$ cat src/rtl/mole_scheduler.sv
// mole_scheduler
// Upstream stage of the whack-a-mole scoring block. Chooses a pseudo-random
// hole for each mole, times the visible window and the hidden gap, shortens
// the window after every hit and counts missed windows toward game over.
//
// Ports
//   clk            system clock
//   rst            synchronous active-high reset
//   start          level; leaves IDLE while high
//   guess_correct  scorer feedback; only its rising edge in SHOW is a hit
//   mole_pos       current hole index 0..7
//   mole_change    one-cycle pulse on the edge that loads a new mole_pos
//   mole_visible   high while a mole is up
//   miss_pulse     one-cycle pulse when a visible window times out
//   misses         saturating miss count
//   game_over      high in OVER
//   period_cur     current visible window in ticks
//
// state | meaning
// IDLE  | waiting for start, nothing visible
// SHOW  | mole visible, window timer running
// GAP   | mole hidden between windows, gap timer running
// OVER  | miss limit reached, frozen until rst
module mole_scheduler #(
  parameter int unsigned TICK_DIV    = 1000000,
  parameter int unsigned BASE_PERIOD = 100,
  parameter int unsigned MIN_PERIOD  = 30,
  parameter int unsigned STEP        = 5,
  parameter int unsigned GAP_TICKS   = 20,
  parameter int unsigned MAX_MISSES  = 5
) (
  input  logic       clk,
  input  logic       rst,
  input  logic       start,
  input  logic       guess_correct,
  output logic [2:0] mole_pos,
  output logic       mole_change,
  output logic       mole_visible,
  output logic       miss_pulse,
  output logic [3:0] misses,
  output logic       game_over,
  output logic [7:0] period_cur
);

  localparam int unsigned PW = (TICK_DIV > 1) ? $clog2(TICK_DIV) : 1;

  typedef enum logic [1:0] {IDLE, SHOW, GAP, OVER} state_t;

  state_t        state;
  logic [7:0]    lfsr;
  logic [PW-1:0] prescaler;
  logic [7:0]    tick_cnt;
  logic          gc_prev;

  logic          lfsr_fb;
  logic [2:0]    candidate;
  logic [2:0]    next_pos;
  logic          hit;
  logic          tick;
  logic          show_done;
  logic          gap_done;
  logic [3:0]    misses_inc;
  logic [7:0]    period_dec;

  always_comb begin
    lfsr_fb    = lfsr[7] ^ lfsr[5] ^ lfsr[4] ^ lfsr[3];
    candidate  = lfsr[2:0];
    // 3-bit add wraps 7 to 0, so a new mole never lands on the previous hole
    next_pos   = (candidate == mole_pos) ? candidate + 3'd1 : candidate;
    hit        = guess_correct & ~gc_prev;
    tick       = (prescaler == PW'(TICK_DIV - 1));
    show_done  = tick && (tick_cnt == period_cur - 8'd1);
    gap_done   = tick && (tick_cnt == 8'(GAP_TICKS - 1));
    misses_inc = (misses == 4'd15) ? misses : misses + 4'd1;
    // compare before subtracting so the window cannot wrap below the floor
    if ({8'd0, period_cur} >= 16'(MIN_PERIOD + STEP))
      period_dec = period_cur - 8'(STEP);
    else
      period_dec = 8'(MIN_PERIOD);
  end

  always_ff @(posedge clk) begin
    if (rst) begin
      state        <= IDLE;
      mole_pos     <= 3'd0;
      mole_change  <= 1'b0;
      mole_visible <= 1'b0;
      miss_pulse   <= 1'b0;
      misses       <= 4'd0;
      game_over    <= 1'b0;
      period_cur   <= 8'(BASE_PERIOD);
      lfsr         <= 8'hA5;
      prescaler    <= '0;
      tick_cnt     <= 8'd0;
      gc_prev      <= 1'b0;
    end else begin
      lfsr        <= {lfsr[6:0], lfsr_fb};
      gc_prev     <= guess_correct;
      mole_change <= 1'b0;
      miss_pulse  <= 1'b0;

      if (tick) begin
        prescaler <= '0;
        tick_cnt  <= tick_cnt + 8'd1;
      end else begin
        prescaler <= prescaler + PW'(1);
      end

      case (state)
        IDLE: begin
          prescaler <= '0;
          tick_cnt  <= 8'd0;
          if (start) begin
            state        <= SHOW;
            mole_pos     <= next_pos;
            mole_change  <= 1'b1;
            mole_visible <= 1'b1;
          end
        end

        SHOW: begin
          // a hit in the last cycle of the window takes priority over expiry
          if (hit) begin
            state        <= GAP;
            prescaler    <= '0;
            tick_cnt     <= 8'd0;
            mole_visible <= 1'b0;
            period_cur   <= period_dec;
          end else if (show_done) begin
            prescaler    <= '0;
            tick_cnt     <= 8'd0;
            mole_visible <= 1'b0;
            miss_pulse   <= 1'b1;
            misses       <= misses_inc;
            if (misses_inc == 4'(MAX_MISSES)) begin
              state     <= OVER;
              game_over <= 1'b1;
            end else begin
              state <= GAP;
            end
          end
        end

        GAP: begin
          if (gap_done) begin
            state        <= SHOW;
            prescaler    <= '0;
            tick_cnt     <= 8'd0;
            mole_pos     <= next_pos;
            mole_change  <= 1'b1;
            mole_visible <= 1'b1;
          end
        end

        OVER: begin
          prescaler <= '0;
          tick_cnt  <= 8'd0;
        end

        default: state <= IDLE;
      endcase
    end
  end

endmodule

$ cat config.mk
export PLATFORM = sky130hd
export DESIGN_NAME = mole_scheduler
export DESIGN_NICKNAME = d
export VERILOG_FILES = /design/src/rtl/mole_scheduler.sv
export SDC_FILE = /design/constraint.sdc
export NUM_CORES = 1
export LEC_CHECK = 0
export ABC_AREA = 1
export BUFFER_PORTS_ARGS = -buffer_cell sky130_fd_sc_hd__buf_4
export CAP_MARGIN = 20
export CORE_ASPECT_RATIO = 1.1
export CORE_MARGIN = 2
export CORE_UTILIZATION = 30
export CTS_BUF_LIST = sky130_fd_sc_hd__clkbuf_4 sky130_fd_sc_hd__clkbuf_8
export CTS_CLUSTER_DIAMETER = 80
export CTS_CLUSTER_SIZE = 8
export DETAILED_ROUTE_END_ITERATION = 10
export PLACE_DENSITY = 0.44
export SKIP_CTS_REPAIR_TIMING = 1
export SYNTH_ARGS = -nofsm -noshare
export SYNTH_HDL_FRONTEND = slang
export SYNTH_SLANG_ARGS = --single-unit
$ cat constraint.sdc
create_clock -name clk -period 4.6 [get_ports clk]
set_clock_uncertainty 0.15 [all_clocks]
set_input_delay 0.23 -clock clk [delete_from_list [all_inputs] [get_ports clk]]
set_output_delay 0.23 -clock clk [all_outputs]
set_load 0.02 [all_outputs]
==> results of run 1 <==
-- cells in the mapped netlist, types with 5 or more instances --
master                    number  area share (%)
sky130_fd_sc_hd__nand2_1      78             9.7
sky130_fd_sc_hd__nand3_1      22             3.7
sky130_fd_sc_hd__ha_1          7             2.9
sky130_fd_sc_hd__a31oi_1       5             1.0
sky130_fd_sc_hd__nor2_1       63             7.9
sky130_fd_sc_hd__inv_1        58             7.2
sky130_fd_sc_hd__xor2_1        9             2.6
sky130_fd_sc_hd__inv_2         5            0.62
sky130_fd_sc_hd__dfxtp_1      58              39
sky130_fd_sc_hd__xnor2_1      11             3.2
sky130_fd_sc_hd__o21ai_0      20             3.3
sky130_fd_sc_hd__nor3_1        9             1.5
sky130_fd_sc_hd__a21oi_1      23             3.8
-- cell type report --
class	instances	share of cell area (%)
flip-flops and latches	58	32.5
well taps	120	4.21
clock inverters	5	2.81
clock buffers	11	4.24
inverters	63	6.63
multi-input cells	290	44.7
repair buffers	23	4.91
-- cell families after synthesis --
kind of cell / share of synthesized area (%)
flip-flops: 38.6
AO/OA/AOI/OAI: 11.1
XOR/XNOR: 5.83
multiplexers: 0.333
AND/OR/NAND/NOR: 32.8
adder cells (fa/ha/maj): 2.91
buffers and inverters: 8.41
-- worst max-delay path by stage --
| stage | startpoint | to | cells past startpoint |
|---|---|---|---|
| floorplan | period_cur[0] | misses[0] | 14 |
| global placement | period_cur[0] | tick_cnt[6] | 14 |
| detailed placement | period_cur[0] | tick_cnt[6] | 14 |
| CTS | period_cur[0] | tick_cnt[6] | 14 |
| global route | period_cur[0] | tick_cnt[6] | 14 |
| finish | period_cur[0] | tick_cnt[6] | 14 |
-- sequential cells by signal, indices dropped and copies added (netlist names), named ones only --
register      count
game_over         1
gc_prev           1
lfsr              8
miss_pulse        1
misses            3
mole_change       1
mole_pos          3
mole_visible      1
period_cur        8
prescaler        20
state             2
tick_cnt          8
-- metal layers --
layer / vias to the layer above / GRT usage [%]
li1: 1382 / -
met1: 1176 / 17.3
met2: 33 / 21.0
met3: 11 / 2.76
met4: 0 / 5.97
met5: - / 0
-- cells in the final DEF (no fill, tap or decap), drive strengths merged --
cell type	n
nand2	82
o211a	1
nor4	1
o31ai	2
nor3	14
clkbuf	11
a41oi	1
ha	7
nand3b	1
a21oi	24
inv	63
xnor2	11
o211ai	1
xor2	9
nor2	67
o21a	1
nor3b	2
dlygate4sd3	1
buf	22
nand3	26
bufinv	3
and3	2
dfxtp	58
a31oi	5
or2	5
o21ai	23
nand4	4
clkinv	2
mux2i	1
-- power by group through the flow --
stage                     registers, µW  clock network (µW)  logic [µW]
after floorplan                     554                   0        77.3
after global placement              548                   0         118
after detailed placement            548                   0         118
after CTS                           537                 620         119
after global routing                539                 638         134
final                               537                 601         118
-- metrics by stage --
step | setup slack [ns] | hold slack [ns] | cell area, µm² | instances
floorplan | 2.49 | 0.205 | 3010 | 415
global placement | 2.28 | 0.244 | 3310 | 553
detailed placement | 2.28 | 0.249 | 3310 | 553
CTS | 2.26 | -0.0361 | 3560 | 569
global route | 2.05 | 0.0802 | 3570 | 570
finish | 2.31 | 0.0728 | 3570 | 570
==> summary.md, run 1 <==
| Metric | Value |
|---|---|
| Clock power frac | `47.9%` |
| Iteration-0 DRC count of the detailed router | `between 80 and 90` |
| Antenna violations before repair | `0` |
| Sequential share of power | `42.7%` |
| Number of storage elements in the synthesis netlist | `58` |
| CP arrival | `2.37 ns` |
| Synth warnings | `0` |
| Fillcell total | `approximately 1,100` |
| Met3 Routed Length | `208 µm` |
| Wire length of the first global-routing pass | `11,400 µm` |
| Fraction of registers with async set/reset | `0%` |
| FF-to-FF Start | `period_cur[0]` |
| Classification of the worst setup path | `reg2reg` |
| Latest clock arrival within the worst-skew pair | `0.34 ns` |
| Mean area per synthesized cell | `slightly above 7 µm²` |
| Shortest clock period the worst path allows after layout | `2.29 ns` |
| Syn Inst Count | `approximately 420` |
| Core utilization of the finished layout | `36.4%` |
| CP max stage delay | `0.47 ns` |
| Maximum operating frequency | `about 440 MHz` |
| Sink of the worst hold path | `state[1]` |
| Reg2reg setup slack | `2.31 ns` |
| Routed wire length on met2 | `3040 µm` |
| Maximum number of pins on one net before global-route repair | `20` |
| Multi-input logic area | `roughly 1600 µm²` |
| Wire per inst | `11.5 µm` |
| Outcome | `finished, final reports clean` |
| Peak supply drop | `between 0.1 and 0.15 mV` |
| Area enclosed by the die boundary | `10,800 µm²` |
| Top fanout value on the critical path | `6` |
| Fraction of the cycle the final worst path needs | `about half` |
| Growth of design area from synthesis to finish | `18.6%` |
| Crit path launch type | `flip-flop` |
| Area taken by flip-flops and latches | `between 1000 and 1500 µm²` |
| Total length of routed wires | `6560 µm` |
| Critical hold path startpoint | `rst` |
| Count of buffers inserted at the top-level ports | `22` |
| Slew Viols, Final | `0` |
| Clk pin slew, worst setup/hold paths | `0.07 ns` |
| Final setup viols | `0` |
| Part of the Yosys area used for sequential elements | `38.6%` |
| Total Nets Final | `456` |
| Clock Sinks | `58` |
| Count of flip-flops with a built-in enable after synthesis | `0` |
| Top Layer Used | `met4` |
| Number of buffers between clock root and the deepest sink | `2` |
| Hold path cells | `2` |
| CP Cell Sequence | `inv_1 > ha_1 > inv_1 > nand2_1 > nand2_1 > nand2_1 > nand2_1 > nand2_1 > nor2_4 > nand3_2 > nand3_1 > nand2_1 > nand2_2 > nor2_1` |
| Critical path capture point type | `flip-flop` |
| Total inserted antenna cells | `0` |
| Switching power | `303 µW` |
| Ratio of cells with drive above 1 in the final layout | `15.3%` |
| Post-synth net total | `426` |
| # DRC | `0` |
| Most instantiated flip-flop cell in the synthesis netlist | `sky130_fd_sc_hd__dfxtp_1` |
| Sum of buffers and inverters on the critical path | `2` |
| Ratio of total power to cell area | `352 nW/µm²` |
| Rows | `38` |
| Worst r2r dst | `tick_cnt[6]` |
| Switching power as a share of total power | `24.2%` |
| Number of nets with antenna violations after routing | `0` |
| Global-route total usage across every layer | `13.2%` |
| Total congestion overflow | `0` |
| Class of the tightest hold or removal check | `in2reg` |
| Cts bufs inserted | `9` |
| Count of distinct cell types in the synthesized netlist | `between 40 and 50` |
| Static leakage | `roughly 0.0015 µW` |
| Comb power frac | `9.4%` |
| Syn Std Cell Area | `3010 µm²` |
| Drt pass-1 iters | `5` |
| Max transition margin | `64.7%` |
| Final weighted congestion of routability-driven global placement | `slightly above 0.8` |
| Cell count of the worst reg-to-reg path | `14` |
| Vias after detailed routing | `roughly 2,600` |
| Number of endpoints with negative hold slack in the final report | `0` |
| WL met1 | `3180 µm` |
| Required time of the critical path | `4.68 ns` |
| Most common cell type on the critical path | `sky130_fd_sc_hd__nand2_1` |
| Max-cap violations | `0` |
| Starting utilization of the core area | `30.7%` |
| Slowest cell on the critical path | `sky130_fd_sc_hd__dfxtp_1` |
| Cell at the root of the clock tree | `sky130_fd_sc_hd__clkbuf_8` |
| CTS tree | `yes` |
| Die Wd | `99.5 µm` |
| Core Area | `9790 µm²` |
| Die Y-Extent | `between 100 and 150 µm` |
| Number of global-route vias before repair | `2,457` |
| Internal power | `952 µW` |
| Setup repair after global routing missed its margin | `no` |
| HPWL after detailed placement | `just under 5000 µm` |
| I/O pin total | `23` |
| DR vias/cell | `4.56` |
| Overall power of the completed layout | `1260 µW` |
| Total Neg Setup Slack | `0 ns` |
| Htree depth | `3` |
| Worst Tran Pin Value | `about 0.53 ns` |
| Cell family with most CP delay | `simple AND/OR/NAND/NOR gates` |
No activity file was read; power rests on OpenSTA's default activity.
==> run 2: changes to the inputs <==
--- a/config.mk
+++ b/config.mk
@@ -15,7 +15,7 @@
 export CTS_CLUSTER_DIAMETER = 80
 export CTS_CLUSTER_SIZE = 8
 export DETAILED_ROUTE_END_ITERATION = 10
-export PLACE_DENSITY = 0.44
+export PLACE_DENSITY = 0.45
 export SKIP_CTS_REPAIR_TIMING = 1
 export SYNTH_ARGS = -nofsm -noshare
 export SYNTH_HDL_FRONTEND = slang
==> constraint.sdc (replaced) <==
create_clock -name clk -period 1.87 [get_ports clk]
set_clock_uncertainty 0.15 [all_clocks]
set_input_delay 0.0935 -clock clk [delete_from_list [all_inputs] [get_ports clk]]
set_output_delay 0.0935 -clock clk [all_outputs]
set_load 0.02 [all_outputs]
==> run 2 against run 1 <==
The flow now finishes with violations (negative setup slack). Die area unchanged. Cell count up 11%. Hold slack lost 0.029 ns. Clock-buffer cell count is 2 lower. Non-clock buffer count is 61 higher. Register-to-register slack worse by 2.3 ns. Critical path depth decreased by 4. Sequential share of layout area is 5.2 points lower. Worst setup slack got worse by 2.3 ns. Sequential cell count unchanged. Largest power group is now registers.
==> summary.md, run 2 (synthesized netlist as in run 1, its figures left out) <==
| Metric | Value |
|---|---|
| Rows | `38` |
| Critical path capture point type | `flip-flop` |
| DR vias/cell | `4.54` |
| Sum of buffers and inverters on the critical path | `0` |
| Clock power frac | `between 40% and 50%` |
| Total Nets Final | `517` |
| Required time of the critical path | `1.95 ns` |
| Clk pin slew, worst setup/hold paths | `0.07 ns` |
| Commonest cells after routing, fill and taps aside | `77 x sky130_fd_sc_hd__buf_4, 63 x sky130_fd_sc_hd__nand2_1, 52 x sky130_fd_sc_hd__nor2_1` |
| Cell family with most CP delay | `simple AND/OR/NAND/NOR gates` |
| Area enclosed by the die boundary | `10,800 µm²` |
| Count of buffers inserted at the top-level ports | `22` |
| Antenna violations before repair | `0` |
| Vias after detailed routing | `2,864` |
| # DRC | `0` |
| Number of nets with antenna violations after routing | `0` |
| Hold path cells | `5` |
| Sequential share of power | `43.7%` |
| Core utilization of the finished layout | `43.9%` |
| Max transition margin | `between 60% and 70%` |
| Most common cell type on the critical path | `sky130_fd_sc_hd__nand3_4` |
| Die Y-Extent | `109 µm` |
| Wire length of the first global-routing pass | `12,000 µm` |
| Setup repair after global routing missed its margin | `yes` |
| Most frequent standard cell in the layout excluding fill and tap cells | `sky130_fd_sc_hd__buf_4` |
| Shortest clock period the worst path allows after layout | `1.90 ns` |
| Wire per inst | `approximately 11 µm` |
| Number of endpoints with negative hold slack in the final report | `0` |
| Number of global-route vias before repair | `around 2,700` |
| Growth of design area from synthesis to finish | `42.9%` |
| Static leakage | `around 0.0018 µW` |
| Slowest cell on the critical path | `sky130_fd_sc_hd__dfxtp_2` |
| Max-cap violations | `0` |
| Critical hold path startpoint | `start` |
| Reg2reg setup slack | `-0.03 ns` |
| Maximum number of pins on one net before global-route repair | `16` |
| Latest clock arrival within the worst-skew pair | `0.34 ns` |
| Register containing the most flip-flops in the final layout | `prescaler` |
| Cell at the root of the clock tree | `sky130_fd_sc_hd__clkbuf_8` |
| Starting utilization of the core area | `between 30 and 40%` |
| Final weighted congestion of routability-driven global placement | `0.819` |
| CP Cell Sequence | `ha_4 > nand3_4 > nor3_4 > nand3_4 > nor2_4 > nand3_4 > nor2_4 > nand2_2 > o21ai_1 > a21oi_1` |
| Total length of routed wires | `a little over 7000 µm` |
| Core Area | `9790 µm²` |
| Ratio of cells with drive above 1 in the final layout | `37.2%` |
| Fraction of the cycle the final worst path needs | `102%` |
| Cts bufs inserted | `9` |
| Slack of the critical path | `-0.0301 ns` |
| Global-route total usage across every layer | `13.9%` |
| Maximum operating frequency | `approximately 530 MHz` |
| Final setup viols | `7` |
| Switching power | `809 µW` |
| CTS tree | `yes` |
| Failing checks | `negative setup slack` |
| Ratio of total power to cell area | `approximately 700 nW/µm²` |
| Number of flip-flops in the largest register | `20` |
| Total Neg Setup Slack | `-0.127 ns` |
| Drt pass-1 iters | `7` |
| Slew Viols, Final | `0` |
| Top fanout value on the critical path | `4` |
| Worst Tran Pin Value | `slightly below 0.6 ns` |
| Iteration-0 DRC count of the detailed router | `106` |
| Crit path launch type | `flip-flop` |
| Worst setup slack before clock tree synthesis | `-0.0969 ns` |
| Cell count of the worst reg-to-reg path | `10` |
| Sink of the worst hold path | `mole_change` |
| Area taken by flip-flops and latches | `1180 µm²` |
| Classification of the worst setup path | `reg2reg` |
| CP max stage delay | `0.35 ns` |
| FF-to-FF Start | `prescaler[0]` |
| I/O pin total | `23` |
| Number of buffers between clock root and the deepest sink | `2` |
| Die Wd | `99.5 µm` |
| Htree depth | `3` |
| HPWL after detailed placement | `5290 µm` |
| Internal power | `about 2200 µW` |
| Fillcell total | `1,012` |
| Switching power as a share of total power | `26.8%` |
| Total congestion overflow | `0` |
| CP arrival | `1.98 ns` |
| Clock Sinks | `58` |
| Comb power frac | `between 10% and 20%` |
| Outcome | `finished, violations left` |
| Class of the tightest hold or removal check | `in2reg` |
| Peak supply drop | `0.391 mV` |
| Multi-input logic area | `~1900 µm²` |
| Total inserted antenna cells | `0` |
## run 2: cell types whose count changed in the layout (fill, tap and decap cells not counted), moves of 8 or more
cell / previous run / this run
sky130_fd_sc_hd__nand2_2: 4 / 12
sky130_fd_sc_hd__nor2_1: 63 / 52
sky130_fd_sc_hd__inv_1: 58 / 49
sky130_fd_sc_hd__dfxtp_1: 58 / 50
sky130_fd_sc_hd__buf_4: 22 / 77
sky130_fd_sc_hd__nand2_1: 78 / 63
sky130_fd_sc_hd__nor2_2: 1 / 9
## run 2: final cells by class
type                       count  share of cell area [%]
tap                          120                    3.49
inverter                      63                    5.74
clock inverter                 7                    2.18
sequential                    58                    27.4
timing repair buffer          84                    15.2
multi-input combinational    290                    43.1
clock buffer                   9                    2.88
## run 2: metrics by stage
stage	hold WS [ns]	area (µm²)	std cells	power (µW)
floorplan	0.0684	3020	415	1550
global placement	0.172	3730	608	1690
detailed placement	0.175	3730	608	1700
CTS	-0.193	3950	624	3010
global route	0.0602	4300	631	3190
finish	0.0441	4300	631	3020
## run 2: per-layer routing
| layer | up-vias | global-route usage [%] | wire length (µm) |
|---|---|---|---|
| met4 | 0 | 5.38 | 98 |
| met1 | 1321 | 17.8 | 3370 |
| met2 | 25 | 22.3 | 3460 |
| met5 | - | 0 | 0 |
| li1 | 1512 | - | - |
| met3 | 6 | 3.78 | 209 |
## run 2: how the worst max path moves through the flow
stage	start	endpoint	slack, ns	cells after the start
2_1_floorplan	period_cur[0]	misses[0]	0.005	14
3_3_place_gp	period_cur[0]	flip-flop	-0.09	13
3_5_place_dp	period_cur[1]	tick_cnt[7]	-0.1	13
4_1_cts	period_cur[1]	tick_cnt[7]	-0.12	13
5_1_grt	prescaler[0]	prescaler[16]	-0.18	10
6_report	prescaler[0]	flip-flop	-0.03	10
## run 2: worst register-to-register path, stage by stage (launching register included)
cell                      delay, ns
sky130_fd_sc_hd__dfxtp_2       0.35
sky130_fd_sc_hd__ha_4          0.15
sky130_fd_sc_hd__nand3_4       0.11
sky130_fd_sc_hd__nor3_4        0.23
sky130_fd_sc_hd__nand3_4       0.15
sky130_fd_sc_hd__nor2_4        0.15
sky130_fd_sc_hd__nand3_4       0.11
sky130_fd_sc_hd__nor2_4        0.13
sky130_fd_sc_hd__nand2_2       0.09
sky130_fd_sc_hd__o21ai_1       0.12
sky130_fd_sc_hd__a21oi_1       0.05
## run 2: power by group through the flow
| stage | combinational [µW] | clock (µW) | sequential [µW] |
|---|---|---|---|
| after floorplan | 191 | 0 | 1360 |
| after global placement | 354 | 0 | 1340 |
| final | 414 | 1290 | 1320 |
| after CTS | 355 | 1340 | 1310 |
| after global routing | 464 | 1400 | 1330 |
| after detailed placement | 354 | 0 | 1340 |
==> run 3: changes to the inputs <==
--- a/config.mk
+++ b/config.mk
@@ -15,7 +15,8 @@
 export CTS_CLUSTER_DIAMETER = 80
 export CTS_CLUSTER_SIZE = 8
 export DETAILED_ROUTE_END_ITERATION = 10
-export PLACE_DENSITY = 0.45
+export PLACE_DENSITY = 0.44
+export RECOVER_POWER = 25
 export SKIP_CTS_REPAIR_TIMING = 1
 export SYNTH_ARGS = -nofsm -noshare
 export SYNTH_HDL_FRONTEND = slang
==> constraint.sdc (replaced) <==
create_clock -name clk -period 2 [get_ports clk]
set_clock_uncertainty 0.15 [all_clocks]
set_input_delay 0.1 -clock clk [delete_from_list [all_inputs] [get_ports clk]]
set_output_delay 0.1 -clock clk [all_outputs]
set_load 0.02 [all_outputs]
==> run 3 against run 2 <==
The run now ends clean. Hold slack better by 0.063 ns. First-iteration DRC count is 42% lower. Via count is 6.8% lower. Clock-buffer cell count is 2 higher. Sequential power is 7% lower. Die area stayed put. Design area is 13% lower. Sequential cell count stayed put. Critical path depth stayed put. Non-clock buffer count is 39 lower.
==> summary.md, run 3 (synthesized netlist as in run 1, its figures left out) <==
| Metric | Value |
|---|---|
| CTS tree | `yes` |
| Clk pin slew, worst setup/hold paths | `about 0.07 ns` |
| Wire length of the first global-routing pass | `11,800 µm` |
| # DRC | `0` |
| Hold path cells | `6` |
| Count of buffers inserted at the top-level ports | `22` |
| Htree depth | `3` |
| Drt pass-1 iters | `4` |
| Cell count of the worst reg-to-reg path | `10` |
| Final setup viols | `0` |
| Slew Viols, Final | `0` |
| Worst Tran Pin Value | `0.555 ns` |
| Number of cells in the finished layout apart from fillers | `around 600` |
| Total Nets Final | `478` |
| Crit path launch type | `flip-flop` |
| Top fanout value on the critical path | `4` |
| Total length of routed wires | `just under 7000 µm` |
| Number of endpoints with negative hold slack in the final report | `0` |
| CP arrival | `approximately 2.0 ns` |
| Max-cap violations | `0` |
| Ratio of cells with drive above 1 in the final layout | `22.0%` |
| Maximum number of pins on one net before global-route repair | `20` |
| Global-route total usage across every layer | `13.6%` |
| HPWL after detailed placement | `approximately 5000 µm` |
| Worst setup slack before clock tree synthesis | `-0.000860 ns` |
| Die Y-Extent | `109 µm` |
| Antenna violations before repair | `0` |
| Number of global-route vias before repair | `2,622` |
| Number of buffers between clock root and the deepest sink | `2` |
| Class of the tightest hold or removal check | `in2reg` |
| Shortest clock period the worst path allows after layout | `approximately 1.9 ns` |
| Most frequent standard cell in the layout excluding fill and tap cells | `sky130_fd_sc_hd__nand2_1` |
| Setup repair after global routing missed its margin | `yes` |
| Classification of the worst setup path | `reg2reg` |
| Required time of the critical path | `approximately 2.1 ns` |
| Cts bufs inserted | `9` |
| Total congestion overflow | `0` |
| Grt met3 use | `2.95%` |
| Static leakage | `roughly 0.0016 µW` |
| Slack of the critical path | `between 0.05 and 0.06 ns` |
| Growth of design area from synthesis to finish | `24.1%` |
| GRT busiest layer | `met2` |
| Fraction of the cycle the final worst path needs | `97.1%` |
| Max transition margin | `63.0%` |
| Ratio of total power to cell area | `between 600 and 700 nW/µm²` |
| Total inserted antenna cells | `0` |
| Register containing the most flip-flops in the final layout | `prescaler` |
| I/O pin total | `23` |
| Iteration-0 DRC count of the detailed router | `61` |
| Clock Sinks | `between 50 and 60` |
| Commonest cells after routing, fill and taps aside | `77 x sky130_fd_sc_hd__nand2_1, 58 x sky130_fd_sc_hd__inv_1, 58 x sky130_fd_sc_hd__nor2_1` |
| Critical hold path startpoint | `guess_correct` |
| Met1 demand-to-capacity share in global routing | `17.3%` |
| Sink of the worst hold path | `state[0]` |
| Reg2reg setup slack | `0.06 ns` |
| Wire per inst | `11.5 µm` |
| Critical path capture point type | `flip-flop` |
| Final weighted congestion of routability-driven global placement | `0.790` |
| DR vias/cell | `4.51` |
| Global routing met2 resource utilization | `22.4%` |
| Vias after detailed routing | `2,668` |
| Number of flip-flops in the largest register | `20` |
| Maximum operating frequency | `515 MHz` |
| Die Wd | `99.5 µm` |
| Outcome | `finished, final reports clean` |
| Cell count after placement | `570` |
| FF-to-FF Start | `prescaler[0]` |
| Starting utilization of the core area | `30.7%` |
| Latest clock arrival within the worst-skew pair | `0.33 ns` |
| Number of nets with antenna violations after routing | `0` |
| Peak supply drop | `0.351 mV` |
| Rows | `38` |
| Core Area | `9790 µm²` |
| Cell at the root of the clock tree | `sky130_fd_sc_hd__clkbuf_8` |
| Area enclosed by the die boundary | `10,800 µm²` |
-- run 3: cell types whose count changed in the layout (fill, tap and decap cells not counted), sizes merged --
cell         change
clkbuf           +2
dlygate4sd3      +2
bufinv           -2
buf             -41
-- run 3: final cells by class --
type                    count  area, µm²
clock buffers              11        145
clock inverters             5       30.0
fillers                  1067       6060
inverters                  63        236
multi-input cells         290       1650
flip-flops and latches     58       1170
well taps                 120        150
repair buffers             45        348
-- run 3: where the power goes --
group	switching (µW)	internal, µW
logic	179	128
clock network	482	490
registers	38.0	1190
-- run 3: critical path, stage by stage (launching register included) --
cell and delay (ns):
sky130_fd_sc_hd__dfxtp_2 0.36, sky130_fd_sc_hd__ha_4 0.15, sky130_fd_sc_hd__nand3_4 0.11, sky130_fd_sc_hd__nor3_4 0.25
sky130_fd_sc_hd__nand3_4 0.13, sky130_fd_sc_hd__nor2_4 0.15, sky130_fd_sc_hd__nand3_4 0.11, sky130_fd_sc_hd__nor2_4 0.16
sky130_fd_sc_hd__nand2_2 0.10, sky130_fd_sc_hd__o21ai_1 0.12, sky130_fd_sc_hd__a21oi_1 0.06
-- run 3: worst max-delay path by stage --
| stage | from | end | slack (ns) | cells past startpoint |
|---|---|---|---|---|
| after floorplan | period_cur[0] | misses[0] | 0.02 | 14 |
| after global placement | prescaler[0] | prescaler[18] | 0.05 | 10 |
| after detailed placement | prescaler[0] | tick_cnt[7] | -0.0009 | 10 |
| after CTS | prescaler[0] | tick_cnt[7] | -0.01 | 10 |
| after global routing | prescaler[0] | misses[0] | -0.07 | 10 |
| final | prescaler[0] | flip-flop | 0.06 | 10 |
-- run 3: stage by stage --
| step | TNS (ns) | instance area [µm²] | total power (µW) | hold slack, ns | util [%] |
|---|---|---|---|---|---|
| global route | -0.437 | 3730 | 2660 | 0.183 | 38.1 |
| CTS | -0.0143 | 3610 | 2540 | -0.173 | 36.9 |
| global placement | 0 | 3440 | 1550 | 0.185 | 35.1 |
| finish | 0 | 3730 | 2510 | 0.107 | 38.1 |
| floorplan | 0 | 3010 | 1450 | 0.0749 | - |
| detailed placement | -0.000860 | 3440 | 1550 | 0.186 | 35.1 |
-- run 3: per-layer routing --
metal,wire [µm],part of all wire [%]
met5,0,0
met4,93,1.4
met3,150,2.2
met2,3240,48
met1,3330,49
